### config.mk
export PLATFORM = sky130hd
export DESIGN_NAME = flex_down_counter
export DESIGN_NICKNAME = d
export VERILOG_FILES = /design/src/rtl/flex_counter_pkg.sv /design/src/rtl/flex_down_counter.sv
export SDC_FILE = /design/constraint.sdc
export NUM_CORES = 1
export LEC_CHECK = 0
export BUFFER_PORTS_ARGS = -buffer_cell sky130_fd_sc_hd__buf_2
export CORE_AREA = 4 4 41 43
export CTS_BUF_LIST = sky130_fd_sc_hd__clkbuf_4 sky130_fd_sc_hd__clkbuf_8
export CTS_CLUSTER_DIAMETER = 50
export CTS_CLUSTER_SIZE = 24
export DETAILED_ROUTE_END_ITERATION = 6
export DIE_AREA = 0 0 45 47
export PLACE_DENSITY = 0.68
export SLEW_MARGIN = 40
export SYNTH_ARGS = -nofsm -noshare
export SYNTH_HDL_FRONTEND = slang
export SYNTH_SLANG_ARGS = --single-unit
### constraint.sdc
create_clock -name clk -period 4.7 [get_ports clk]
set_clock_uncertainty 0.1 [all_clocks]
set_input_delay 0.94 -clock clk [delete_from_list [all_inputs] [get_ports clk]]
set_output_delay 0.94 -clock clk [all_outputs]
set_load 0.01 [all_outputs]
### src/rtl/flex_counter_pkg.sv
// -----------------------------------------------------------------------------
// flex_counter_pkg
// Definitions shared by the flex counter family.
//   cnt_state_t : control state of the down-counter
//                 IDLE = stopped, count is zero
//                 RUN  = counting toward the terminal count
// -----------------------------------------------------------------------------
package flex_counter_pkg;

  typedef enum logic {
    IDLE = 1'b0,
    RUN  = 1'b1
  } cnt_state_t;

endpackage

### src/rtl/flex_down_counter.sv
// -----------------------------------------------------------------------------
// flex_down_counter
// Loadable down-counter for timing byte and bit windows in the transmit path.
// A nonzero load starts a count. Each enabled edge in RUN decrements it. On
// reaching the terminal count (1 -> next) done pulses for one cycle. The
// counter then either reloads the last start value (auto_reload = 1) or
// returns to IDLE at zero (auto_reload = 0).
//
// Ports
//   clk          : system clock, rising edge
//   n_rst        : synchronous active-low reset
//   clear        : synchronous abort to IDLE (keeps reload_reg)
//   load         : start/restart with load_val (a zero load_val is ignored)
//   load_val     : start value, unsigned, NUM_CNT_BITS wide
//   count_enable : decrement qualifier, honoured only in RUN
//   auto_reload  : sampled at terminal count; 1 reloads, 0 stops
//   count_out    : registered current count
//   busy         : high while in RUN
//   zero_flag    : count_out == 0, decoded from the register
//   done         : registered one-cycle pulse at each terminal count
//
// Handshake: there is no valid/ready pair. load is a single-cycle command
// that is accepted on any edge where it is high, load_val is nonzero and
// clear is low. done is a pulse with no back-pressure.
// -----------------------------------------------------------------------------
module flex_down_counter
  import flex_counter_pkg::*;
#(
  parameter int NUM_CNT_BITS = 4
) (
  input  logic                    clk,
  input  logic                    n_rst,
  input  logic                    clear,
  input  logic                    load,
  input  logic [NUM_CNT_BITS-1:0] load_val,
  input  logic                    count_enable,
  input  logic                    auto_reload,
  output logic [NUM_CNT_BITS-1:0] count_out,
  output logic                    busy,
  output logic                    zero_flag,
  output logic                    done
);

  localparam logic [NUM_CNT_BITS-1:0] ONE  = NUM_CNT_BITS'(1);
  localparam logic [NUM_CNT_BITS-1:0] ZERO = '0;

  cnt_state_t                state, state_next;
  logic [NUM_CNT_BITS-1:0]   count_next;
  logic [NUM_CNT_BITS-1:0]   reload_reg, reload_next;
  logic                      done_next;
  logic                      load_ok;

  // A load with a zero value is treated exactly as if load were low.
  assign load_ok = load && (load_val != ZERO);

  always_comb begin
    state_next  = state;
    count_next  = count_out;
    reload_next = reload_reg;
    done_next   = 1'b0;

    if (clear) begin
      state_next = IDLE;
      count_next = ZERO;
    end else if (load_ok) begin
      // The load edge never also decrements, even with count_enable high.
      state_next  = RUN;
      count_next  = load_val;
      reload_next = load_val;
    end else if ((state == RUN) && count_enable) begin
      if (count_out == ONE) begin
        done_next = 1'b1;
        if (auto_reload) begin
          // reload_reg is nonzero here: RUN is only entered via a nonzero load.
          count_next = reload_reg;
        end else begin
          state_next = IDLE;
          count_next = ZERO;
        end
      end else begin
        // RUN never holds zero, so this cannot underflow.
        count_next = count_out - ONE;
      end
    end
  end

  always_ff @(posedge clk) begin
    if (!n_rst) begin
      state      <= IDLE;
      count_out  <= ZERO;
      reload_reg <= ZERO;
      done       <= 1'b0;
    end else begin
      state      <= state_next;
      count_out  <= count_next;
      reload_reg <= reload_next;
      done       <= done_next;
    end
  end

  assign busy      = (state == RUN);
  assign zero_flag = (count_out == ZERO);

endmodule

# Yosys cells after proc, flatten, opt, wreduce, memory -nomap -nowiden
# Cells that the tools add are included.
[classes]
n_mux = 9
n_bitwise = 3
n_eq_ne = 2
n_reduce_logical = 10
n_addsub = 1
[ops]
columns = ["cell", "n"]
rows = [
  ["$mux W4", 4],
  ["$mux W1", 5],
  ["$eq A4 B1 Y1 const B", 1],
  ["$logic_not A4 Y1", 1],
  ["$reduce_bool A2 Y1", 2],
  ["$reduce_bool A4 Y1", 1],
  ["$reduce_or A4 Y1", 1],
  ["$sub A4 B1 Y4 const B", 1],
  ["$not A1 Y1", 3],
  ["$reduce_and A3 Y1", 1],
  ["$logic_and A1 B1 Y1", 2],
  ["$ne A2 B1 Y1 const B", 1],
  ["$reduce_and A2 Y1", 1],
  ["$reduce_or A2 Y1", 1],
]
[word_totals]
elab_cells = 29
ff_bits = 10
inputBits = 10
out_inout_bits = 7

# Logic depth before layout (Yosys ltp)
# Gate-level depths: netlist of the first run.
[logic_depth]
depth_word = 4
mapped_depth = 6
mapped_depth_nobuf = 6

# Worst setup path before layout of the first run
# Ideal clock, no wire load.
[synth_timing]
path_kind = "reg2out"
startpoint = "register count_out[0]"
endpoint = "output zero_flag"
t_required_ns = 3.660
t_arrival_ns = 0.903
stages_incl_launch_ff = 4
path_slack_ns = 2.757
path_cell_list = "dfxtp_1 > inv_1 > ha_1 > nor3b_1"
[synth_between]
elab_chain_cells = 1
[synth_lines]
columns = ["element", "line", "text"]
rows = [
  ["from (decl)", "flex_down_counter.sv:38", "output logic [NUM_CNT_BITS-1:0] count_out,"],
  ["from (signal assigned)", "flex_down_counter.sv:95", "count_out <= count_next;"],
  ["$logic_not A4 Y1", "flex_down_counter.sv:102", "assign zero_flag = (count_out == ZERO);"],
  ["to (decl)", "flex_down_counter.sv:40", "output logic zero_flag,"],
]
# Every way passes these cells.

# Worst setup path in the final report of the first run
# Same ends and word-level chain as after synthesis.

==> reports/qor.yml, run 1 <==
yosys_warnings: 0
slowest_stage: "dfxtp_1"
gp_congestion: 0.7746
leakagePower_nw: 0.2756
ys_seq_area_share_pct: 35.01
path_depth: 4
syn2layout_area_growth_pct: 21.66
netlist_area_um2: 571.8
ys_ff_latch: 10
clkPwrFrac_pct: 38.7
syn-num-nets: 77
portBuffers: 16
relSlewSlack_pct: 59.21
synthAdderAreaFrac_pct: 6.565
switchingPower_w: 0.00005091
synth_xor_area_share_pct: 0
cts_post_setup_buffers_inserted: 0
fmax_mhz: 428.4
reg2regPathDepth: 5
die_area_um2: 2115
cts_hold_buf: 0
fp.dieW_um: 45
start_kind: "register"
multiInputGateArea_um2: 349.1
stdcell_count: 98
final-max-slew-violation-count: 0
layout_min_cycle_time_ps: 2334
root_buffer: "clkbuf_4"
end_kind: "output port"
numCtsBuffers: 3
yosys.area_share.simple_pct: 23.19
synth_top_area_share_pct: 35.01
synthTopCellsByArea: "dfxtp_1, a21boi_0, ha_1"
crit_buf_inv: 2
async_flop_share_pct: 0
cts_resized: 0
nNetsFinal: 97
dp_cells: 94
cts_tree: "built"
antenna_found_initial: 0
synth.most_common_cell: "dfxtp_1"
tightest_slew_ps: 609.8
worstPathMaxFanout: 7
path_delay_family: "flip-flops"
startpoint: "count_out[0]"
final-setup-viol-count: 0
core_um2: 1301
finish.utilization_pct: 53.46
cp.required_ps: 3660
hold_viol: 0
cap_viol_max_count: 0
path_clk_slew_ps: 70
drive_gt1_share_pct: 30.12
wirelength_um: 1204
peakVddDrop_uv: 169.3
synth_edf_count: 0
power.total_w: 0.0001992
grt_pass1_wl_um: 1869
cts.sinks: 10
drc: 0
finalCritPeriodShare_pct: 49.67
vias: 552
grt_usage_pct: 13.00
power_density_nw_per_um2: 286.3
fp.dieH_um: 47
first_global_vias: 450
grt_max_degree: 12
synth_common_cells: "dfxtp_1, o21ai_0, nand2_1, a21boi_0"
status: "finished clean"
rsz0062_at_grt: "no"
swShare_pct: 25.56
max-clock-path-buffers: 2
seq_area_um2: 200.2
crit_type: "register to output port"
wl_per_cell_um: 12.29
crit-reg2reg-launch: "count_out[0]"
synth_top_family_by_area: "compound AO/OA/AOI/OAI gates"
share_comb_of_total_power_pct: 15.0
overflow: 0
synth_ff_type: "dfxtp_1"
rows: 13
synth_compound_area_share_pct: 31.29
crit_chain: "inv_1 -> ha_1 -> nor3b_1 -> buf_2"
pin_count: 17
initial_utilization_pct: 43.94
critPathMaxStageDelay_ps: 450
seqPwrFrac_pct: 46.3
setup_tns_ps: 0
clock_latency_ps: 270
dp_hpwl_um: 976.2
dr.pass1.iters: 4
cts-htree-levels: 1
cp.arrival_ps: 1290
via_per_inst: 5.633
first_iter_violations: 10
synth.avg_cell_area_um2: 8.934
drtAntennaViolNets: 0
min_from: "reload_reg[2]"
n_fill_cell: 138
insertedDiodeCount: 0
synth_cell_type_count: 25
p_int_w: 0.0001483
hp-class: "register to register"
hold_path_depth: 2
syn_inst: 64
synthMuxAreaShare_pct: 0
yosys.area.top_type: "dfxtp_1"
-- through the flow --
step	worst slack, ps	hold slack (ps)	cell area, um2
CTS	2347	394.0	695.7
global placement	2433	384.7	659.4
floorplan	2757	357.4	571.8
global route	2293	402.5	695.7
finish	2366	392.6	695.7
detailed placement	2412	384.2	659.4
-- power by group through the flow --
stage / clock [W] / sequential [W] / combinational, W
global route: 0.0000860 / 0.0000929 / 0.0000328
detailed placement: 0 / 0.0000942 / 0.0000301
finish: 0.0000771 / 0.0000922 / 0.0000299
global placement: 0 / 0.0000942 / 0.0000298
floorplan: 0 / 0.0000943 / 0.0000168
CTS: 0.0000798 / 0.0000922 / 0.0000302
-- area by class of cell --
class	instances	share of cell area, %
Sequential cell	10	28.78
Timing Repair Buffer	16	11.51
Clock buffer	4	5.216
Inverter	3	1.619
Tap cell	15	2.698
Multi-Input combinational cell	50	50.18
-- final timing paths --
path,end,slack (ps)
worst max-delay path,zero_flag,2370
worst min register to register,reload_reg[2],390
worst max register to register,count_out[0],2950
worst min-delay path,reload_reg[2],390
-- worst reg2reg max path: stages (launching register included) --
cell,delay [ps]
dfxtp_1,450
ha_1,280
nor3b_2,380
nor2_1,80
a311oi_1,250
o31ai_1,110
-- per-layer routing --
layer | wire length [um] | part of all wire (%) | global-route usage, %
met3 | 91 | 7.6 | 4.598
met4 | 21 | 1.7 | 10.53
met2 | 582 | 48 | 20.34
met5 | 0 | 0 | 0
met1 | 507 | 42 | 14.22
-- logic make-up after synthesis --
family / after synthesis
flops: 10
buf+inv: 4
simple gates: 23
fa+ha+maj: 3
compound gates: 24
-- placed cells by master (no fill, tap or decap), drive strengths merged, types with 2 or more instances in the layout --
master,n
ha,3
o41ai,2
nor2,4
a21boi,5
clkbuf,4
o21ai,7
nand2,8
inv,3
nor3b,2
o31ai,2
a311oi,2
a31oi,3
buf,16
nand3,4
a21oi,2
dfxtp,10
Note: power is estimated with default switching activity, not from simulation.
==> run 2: changes to the inputs <==
--- a/config.mk
+++ b/config.mk
@@ -12,7 +12,7 @@
 export CTS_CLUSTER_SIZE = 24
 export DETAILED_ROUTE_END_ITERATION = 6
 export DIE_AREA = 0 0 45 47
-export PLACE_DENSITY = 0.68
+export PLACE_DENSITY = 0.71
 export SLEW_MARGIN = 40
 export SYNTH_ARGS = -nofsm -noshare
 export SYNTH_HDL_FRONTEND = slang
==> constraint.sdc (replaced) <==
create_clock -name clk -period 2 [get_ports clk]
set_clock_uncertainty 0.1 [all_clocks]
set_input_delay 0.4 -clock clk [delete_from_list [all_inputs] [get_ports clk]]
set_output_delay 0.4 -clock clk [all_outputs]
set_load 0.01 [all_outputs]
==> run 2 against run 1 <==
  * Combinational power up 140%
  * Clock-buffer cell count stayed put
  * Worst hold slack worse by 78 ps
  * Via count shrank 2.7%
  * Routed wire length increased by 5.4%
  * Die area unchanged
  * First-iteration DRC count down 30%
  * Critical path depth did not move
  * Sequential share of layout area is 0.31 points lower
  * Clock power grew 140%
  * Worst setup slack got worse by 2100 ps
  * Power increased by 140%
  * Largest cell class unchanged
==> reports/qor.yml, run 2 (synthesized netlist as in run 1, its figures left out) <==
drtAntennaViolNets: 0  # unchanged
grt_max_degree: 9  # -3
worstPathMaxFanout: 7  # unchanged
insertedDiodeCount: 0  # unchanged
vias: 537  # -2.7%
end_kind: "output port"
multiInputGateArea_um2: 349.1  # unchanged
root_buffer: "clkbuf_4"
cts_hold_buf: 0  # unchanged
power_density_nw_per_um2: 672.8  # +130%
grt_pass1_wl_um: 2228  # +19%
top_layer_used: "met4"
rows: 13  # unchanged
finish.utilization_pct: 54.04  # +0.58 points
crit-reg2reg-launch: "count_out[0]"
first_global_vias: 524  # +16%
routed-wl-met3_um: 63  # -31%
start_kind: "register"
leakagePower_nw: 0.2804  # +1.7%
final_common_cell: "buf_2"
layout_min_cycle_time_ps: 1771
clock_latency_ps: 270  # about the same
fmax_mhz: 564.8
n_fill_cell: 136  # -1.4%
drc: 0  # unchanged
cap_viol_max_count: 0  # unchanged
peakVddDrop_uv: 375.8  # +120%
dp_hpwl_um: 1051  # +7.7%
final-setup-viol-count: 0  # unchanged
fp.dieH_um: 47  # unchanged
dr.pass1.iters: 3  # -1
initial_utilization_pct: 43.94  # unchanged
startpoint: "count_out[0]"
max-clock-path-buffers: 2  # unchanged
status: "finished clean"
wirelength_um: 1269  # +5.4%
first_iter_violations: 7  # -3
pin_count: 17  # unchanged
stdcell_count: 99  # +1.0%
final_cell_mix: "buf_2, dfxtp_1, o21ai_0"
hold_viol: 0  # unchanged
worst-r2r-setup-slack_ps: 250  # -2700 ps
drive_gt1_share_pct: 30.95  # +0.83 points
gp_congestion: 0.7217  # -6.8%
final-max-slew-violation-count: 0  # unchanged
setup_tns_ps: 0  # unchanged
numCtsBuffers: 3  # unchanged
wl_per_cell_um: 12.82  # +4.3%
dp_cells: 95  # +1.1%
hold_path_depth: 2  # unchanged
finalCritPeriodShare_pct: 88.53
r2r_end: "count_out[1]"
critical_path.endpoint: "zero_flag"
core_um2: 1301  # unchanged
relSlewSlack_pct: 71.03  # +12 points
die_area_um2: 2115  # unchanged
path_clk_slew_ps: 70  # about the same
dr_wl_met2_um: 577  # -0.86%
cts.sinks: 10  # unchanged
syn2layout_area_growth_pct: 22.98
antenna_found_initial: 0  # unchanged
tightest_slew_ps: 433.1  # -176.7 ps
reg2regPathDepth: 5  # unchanged
portBuffers: 16  # unchanged
cp.arrival_ps: 1270  # -20 ps
cts-htree-levels: 1  # unchanged
nNetsFinal: 98  # +1.0%
rsz0062_at_grt: "no"
via_per_inst: 5.424  # -3.7%
cts_resized: 0  # unchanged
fp.dieW_um: 45  # unchanged
cts_tree: "built"
cts_post_setup_buffers_inserted: 0  # unchanged
seq_area_um2: 200.2  # unchanged
crit_type: "register to output port"
grt_usage_pct: 14.91  # +1.9 points
hp-class: "input pin to register"
drt-met1-wl_um: 598  # +18%
overflow: 0  # unchanged
cp.required_ps: 1500  # -2160 ps
-- run 2: changes by cell type in the layout (fill, tap and decap cells not counted), sizes merged --
cell / delta
buf: +1
-- run 2: worst min-delay path by stage --
stage                              from       endpoint  slack (ps)
after global placement    reload_reg[3]  reload_reg[3]         390
after detailed placement  reload_reg[1]  reload_reg[1]         390
after global routing              n_rst  reload_reg[1]         320
after CTS                         n_rst  reload_reg[1]         310
after floorplan           reload_reg[3]  reload_reg[3]         360
final                             n_rst  reload_reg[1]         310
-- run 2: metrics by stage --
stage	worst slack (ps)	total power (W)	area, um2	hold slack, ps
final	229.5	0.0004731	703.2	314.8
after global routing	104.8	0.0004983	703.2	315.7
after CTS	223.2	0.0004794	703.2	310.3
after detailed placement	262.1	0.0002945	666.9	389.4
after global placement	280.1	0.0002932	666.9	387.0
after floorplan	397.8	0.0002612	571.8	357.4
-- run 2: layout make-up --
type,count,share of cell area (%)
repair buffers,17,12.46
well taps,15,2.669
clock buffers,4,5.160
flip-flops and latches,10,28.47
multi-input cells,50,49.64
inverters,3,1.601
-- run 2: power by group --
group | internal (W) | total (W) | leakage (nW) | switching, W
sequential | 0.000207 | 0.000217 | 0.0817 | 0.00000980
combinational | 0.0000320 | 0.0000723 | 0.178 | 0.0000404
clock | 0.000111 | 0.000184 | 0.0210 | 0.0000730
total | 0.000350 | 0.000473 | 0.280 | 0.000123
-- run 2: routing by layer --
metal  vias up  global-route usage [%]
li1        281                       -
met1       238                   17.93
met4         0                   10.53
met2        14                   24.29
met3         4                   2.299
met5         -                       0
-- run 2: worst max-delay path, cell delays in order (launching register included) --
cell and delay (ps):
dfxtp_1 440, inv_1 90, ha_1 200, nor3b_1 130, buf_2 140
==> run 3: changes to the inputs <==
--- a/config.mk
+++ b/config.mk
@@ -5,14 +5,17 @@
 export SDC_FILE = /design/constraint.sdc
 export NUM_CORES = 1
 export LEC_CHECK = 0
+export ABC_AREA = 1
 export BUFFER_PORTS_ARGS = -buffer_cell sky130_fd_sc_hd__buf_2
-export CORE_AREA = 4 4 41 43
+export CORE_MARGIN = 4
+export CORE_UTILIZATION = 48
 export CTS_BUF_LIST = sky130_fd_sc_hd__clkbuf_4 sky130_fd_sc_hd__clkbuf_8
 export CTS_CLUSTER_DIAMETER = 50
 export CTS_CLUSTER_SIZE = 24
 export DETAILED_ROUTE_END_ITERATION = 6
-export DIE_AREA = 0 0 45 47
-export PLACE_DENSITY = 0.71
+export PLACE_DENSITY = 0.76
+export RECOVER_POWER = 25
+export SKIP_CTS_REPAIR_TIMING = 1
 export SLEW_MARGIN = 40
 export SYNTH_ARGS = -nofsm -noshare
 export SYNTH_HDL_FRONTEND = slang
==> run 3 against run 2 <==
  * Sequential share of layout area fell by 1.6 points
  * Via count rose by 22%
  * Register-to-register slack improved by 290 ps
  * Clock-buffer cell count fell by 1
  * First-iteration DRC count rose by 100%
  * Final cell count rose by 29%
  * Die area fell by 4.0%
  * Routed wire length rose by 14%
  * Maximum frequency rose by 1.5%
  * Synthesized area rose by 15%
  * Worst hold slack got worse by 22 ps
  * Clock power fell by 24%
  * Critical endpoint unchanged
==> reports/qor.yml, run 3 <==
final-max-slew-violation-count: 0  # unchanged
synth_edf_count: 0  # unchanged
cp.required_ps: 1500  # about the same
pre_cts_ws_ps: 554.3  # +292.2 ps
end_kind: "output port"
top_usage_layer: "met2"
dr.pass1.iters: 4  # +1
root_buffer: "clkbuf_4"
cp.arrival_ps: 1240  # -30 ps
ys_ff_latch: 10  # unchanged
n_fill_cell: 145  # +6.6%
overflow: 0  # unchanged
wirelength_um: 1443  # +14%
syn_inst: 94  # +47%
relSlewSlack_pct: 73.56  # +2.5 points
path_clk_slew_ps: 70  # about the same
cts.sinks: 10  # unchanged
fp.dieW_um: 45.07  # +0.14%
dp_cells: 125  # +32%
max-clock-path-buffers: 2  # unchanged
hp-class: "input pin to register"
core_um2: 1301  # unchanged
via_per_inst: 5.102  # -5.9%
synth_common_cells: "nand2_1, inv_1, nand3_1, nor2_1, dfxtp_1"
cts-htree-levels: 1  # unchanged
finalCritPeriodShare_pct: 87.24  # -1.3 points
insertedDiodeCount: 0  # unchanged
async_flop_share_pct: 0  # unchanged
rsz0062_at_grt: "no"
synth_cell_type_count: 23  # -8.0%
yosys.area.top_type: "dfxtp_1"
final_common_cell: "nand2_1"
met1_usage_pct: 18.40  # +0.47 points
synth.avg_cell_area_um2: 7.015  # -21%
synth_ff_type: "dfxtp_1"
pin_count: 17  # unchanged
yosys_warnings: 0  # unchanged
wl_per_cell_um: 11.27  # -12%
vias: 653  # +22%
fmax_mhz: 573.1  # +1.5%
netlist_area_um2: 659.4  # +15%
fp.dieH_um: 45.07  # -4.1%
drtAntennaViolNets: 0  # unchanged
portBuffers: 16  # unchanged
met3_usage_pct: 5.976  # +3.7 points
grt_usage_pct: 16.50  # +1.6 points
first_global_vias: 582  # +11%
cap_viol_max_count: 0  # unchanged
start_kind: "register"
syn-num-nets: 107  # +39%
gp_congestion: 0.8149  # +13%
antenna_found_initial: 0  # unchanged
peakVddDrop_uv: 382.9  # +1.9%
drive_gt1_share_pct: 24.78  # -6.2 points
final_cell_mix: "nand2_1, buf_2, inv_1"
cts_tree: "built"
die_area_um2: 2031  # -4.0%
synthAdderAreaFrac_pct: 5.693  # -0.87 points
synth.most_common_cell: "nand2_1"
yosys.area_share.simple_pct: 44.21  # +21 points
drc: 0  # unchanged
power_density_nw_per_um2: 607.1  # -9.8%
first_iter_violations: 14  # +7
grt_max_degree: 11  # +2
leakagePower_nw: 0.3973  # +42%
ys_seq_area_share_pct: 30.36  # -4.7 points
initial_utilization_pct: 50.67  # +6.7 points
status: "finished clean"
final-setup-viol-count: 0  # unchanged
syn2layout_area_growth_pct: 13.09
clock_latency_ps: 270  # about the same
layout_min_cycle_time_ps: 1745  # -25.70 ps
stdcell_count: 128  # +29%
numCtsBuffers: 3  # unchanged
synth_top_area_share_pct: 30.36  # -4.7 points
nNetsFinal: 128  # +31%
synth_compound_area_share_pct: 10.63  # -21 points
synth_top_family_by_area: "simple AND/OR/NAND/NOR gates"
tightest_slew_ps: 395.7  # -37.40 ps
crit_type: "register to output port"
synthTopCellsByArea: "dfxtp_1, nand3_1, nand2_1"
worstPathMaxFanout: 5  # -2
setup_tns_ps: 0  # unchanged
finalWorstSetupSlack_ps: 255.1  # +25.70 ps
rows: 13  # unchanged
dp_hpwl_um: 1148  # +9.3%
synthMuxAreaShare_pct: 0  # unchanged
grt_pass1_wl_um: 2415  # +8.4%
synth_xor_area_share_pct: 0  # unchanged
grtUsageMet2_pct: 28.81  # +4.5 points
hold_viol: 0  # unchanged
## run 3: path summary, 6_finish.rpt
| path | start | end | slack [ps] | cells after the start |
|---|---|---|---|---|
| hold / removal | n_rst | reload_reg[2] | 290 | 3 |
| hold reg to reg | reload_reg[2] | reload_reg[2] | 360 | 2 |
| setup reg to reg | count_out[1] | count_out[0] | 540 | 7 |
| setup / recovery | count_out[0] | zero_flag | 260 | 4 |
## run 3: routing by layer
metal	share of wire [%]	vias up
met2	49	12
met3	5.3	4
met1	45	294
met5	0	-
met4	1.2	0
li1	-	343
## run 3: cell type report
cell class / count / area (um2) / share of cell area [%]
timing repair buffer: 16 / 80.08 / 10.74
clock buffer: 3 / 22.52 / 3.020
tap: 15 / 18.77 / 2.517
inverter: 16 / 60.06 / 8.054
multi-input combinational: 68 / 364.1 / 48.83
sequential: 10 / 200.2 / 26.85
## run 3: cells by family (layout without fill, tap and decap cells)
group,count (synthesis),after routing
buffers and inverters,16,35
DFF,10,10
AOI/OAI and AO/OA,12,12
and+or+nand+nor,53,53
adders and majority gates,3,3
## run 3: through the flow
stage                     hold WS (ps)  area [um2]  utilization, %  power [W]
after floorplan                  336.0       659.4               -  0.0002896
after global placement           355.8       758.2           58.27  0.0003241
after detailed placement         356.3       758.2           58.27  0.0003270
after CTS                        294.8       780.7           60.00  0.0004640
after global routing             302.9       745.7           57.31  0.0004835
final                            293.3       745.7           57.31  0.0004527
## run 3: critical path, cell delays in order (launching register included)
cell and delay [ps]:
dfxtp_1 330, inv_1 150, ha_1 160, nor3b_1 170
buf_2 160
## run 3: power breakdown
part | switching, W | internal [W] | total [W]
clock network | 0.0000693 | 0.0000695 | 0.000139
logic | 0.0000598 | 0.0000372 | 0.0000970
registers | 0.00000788 | 0.000209 | 0.000217
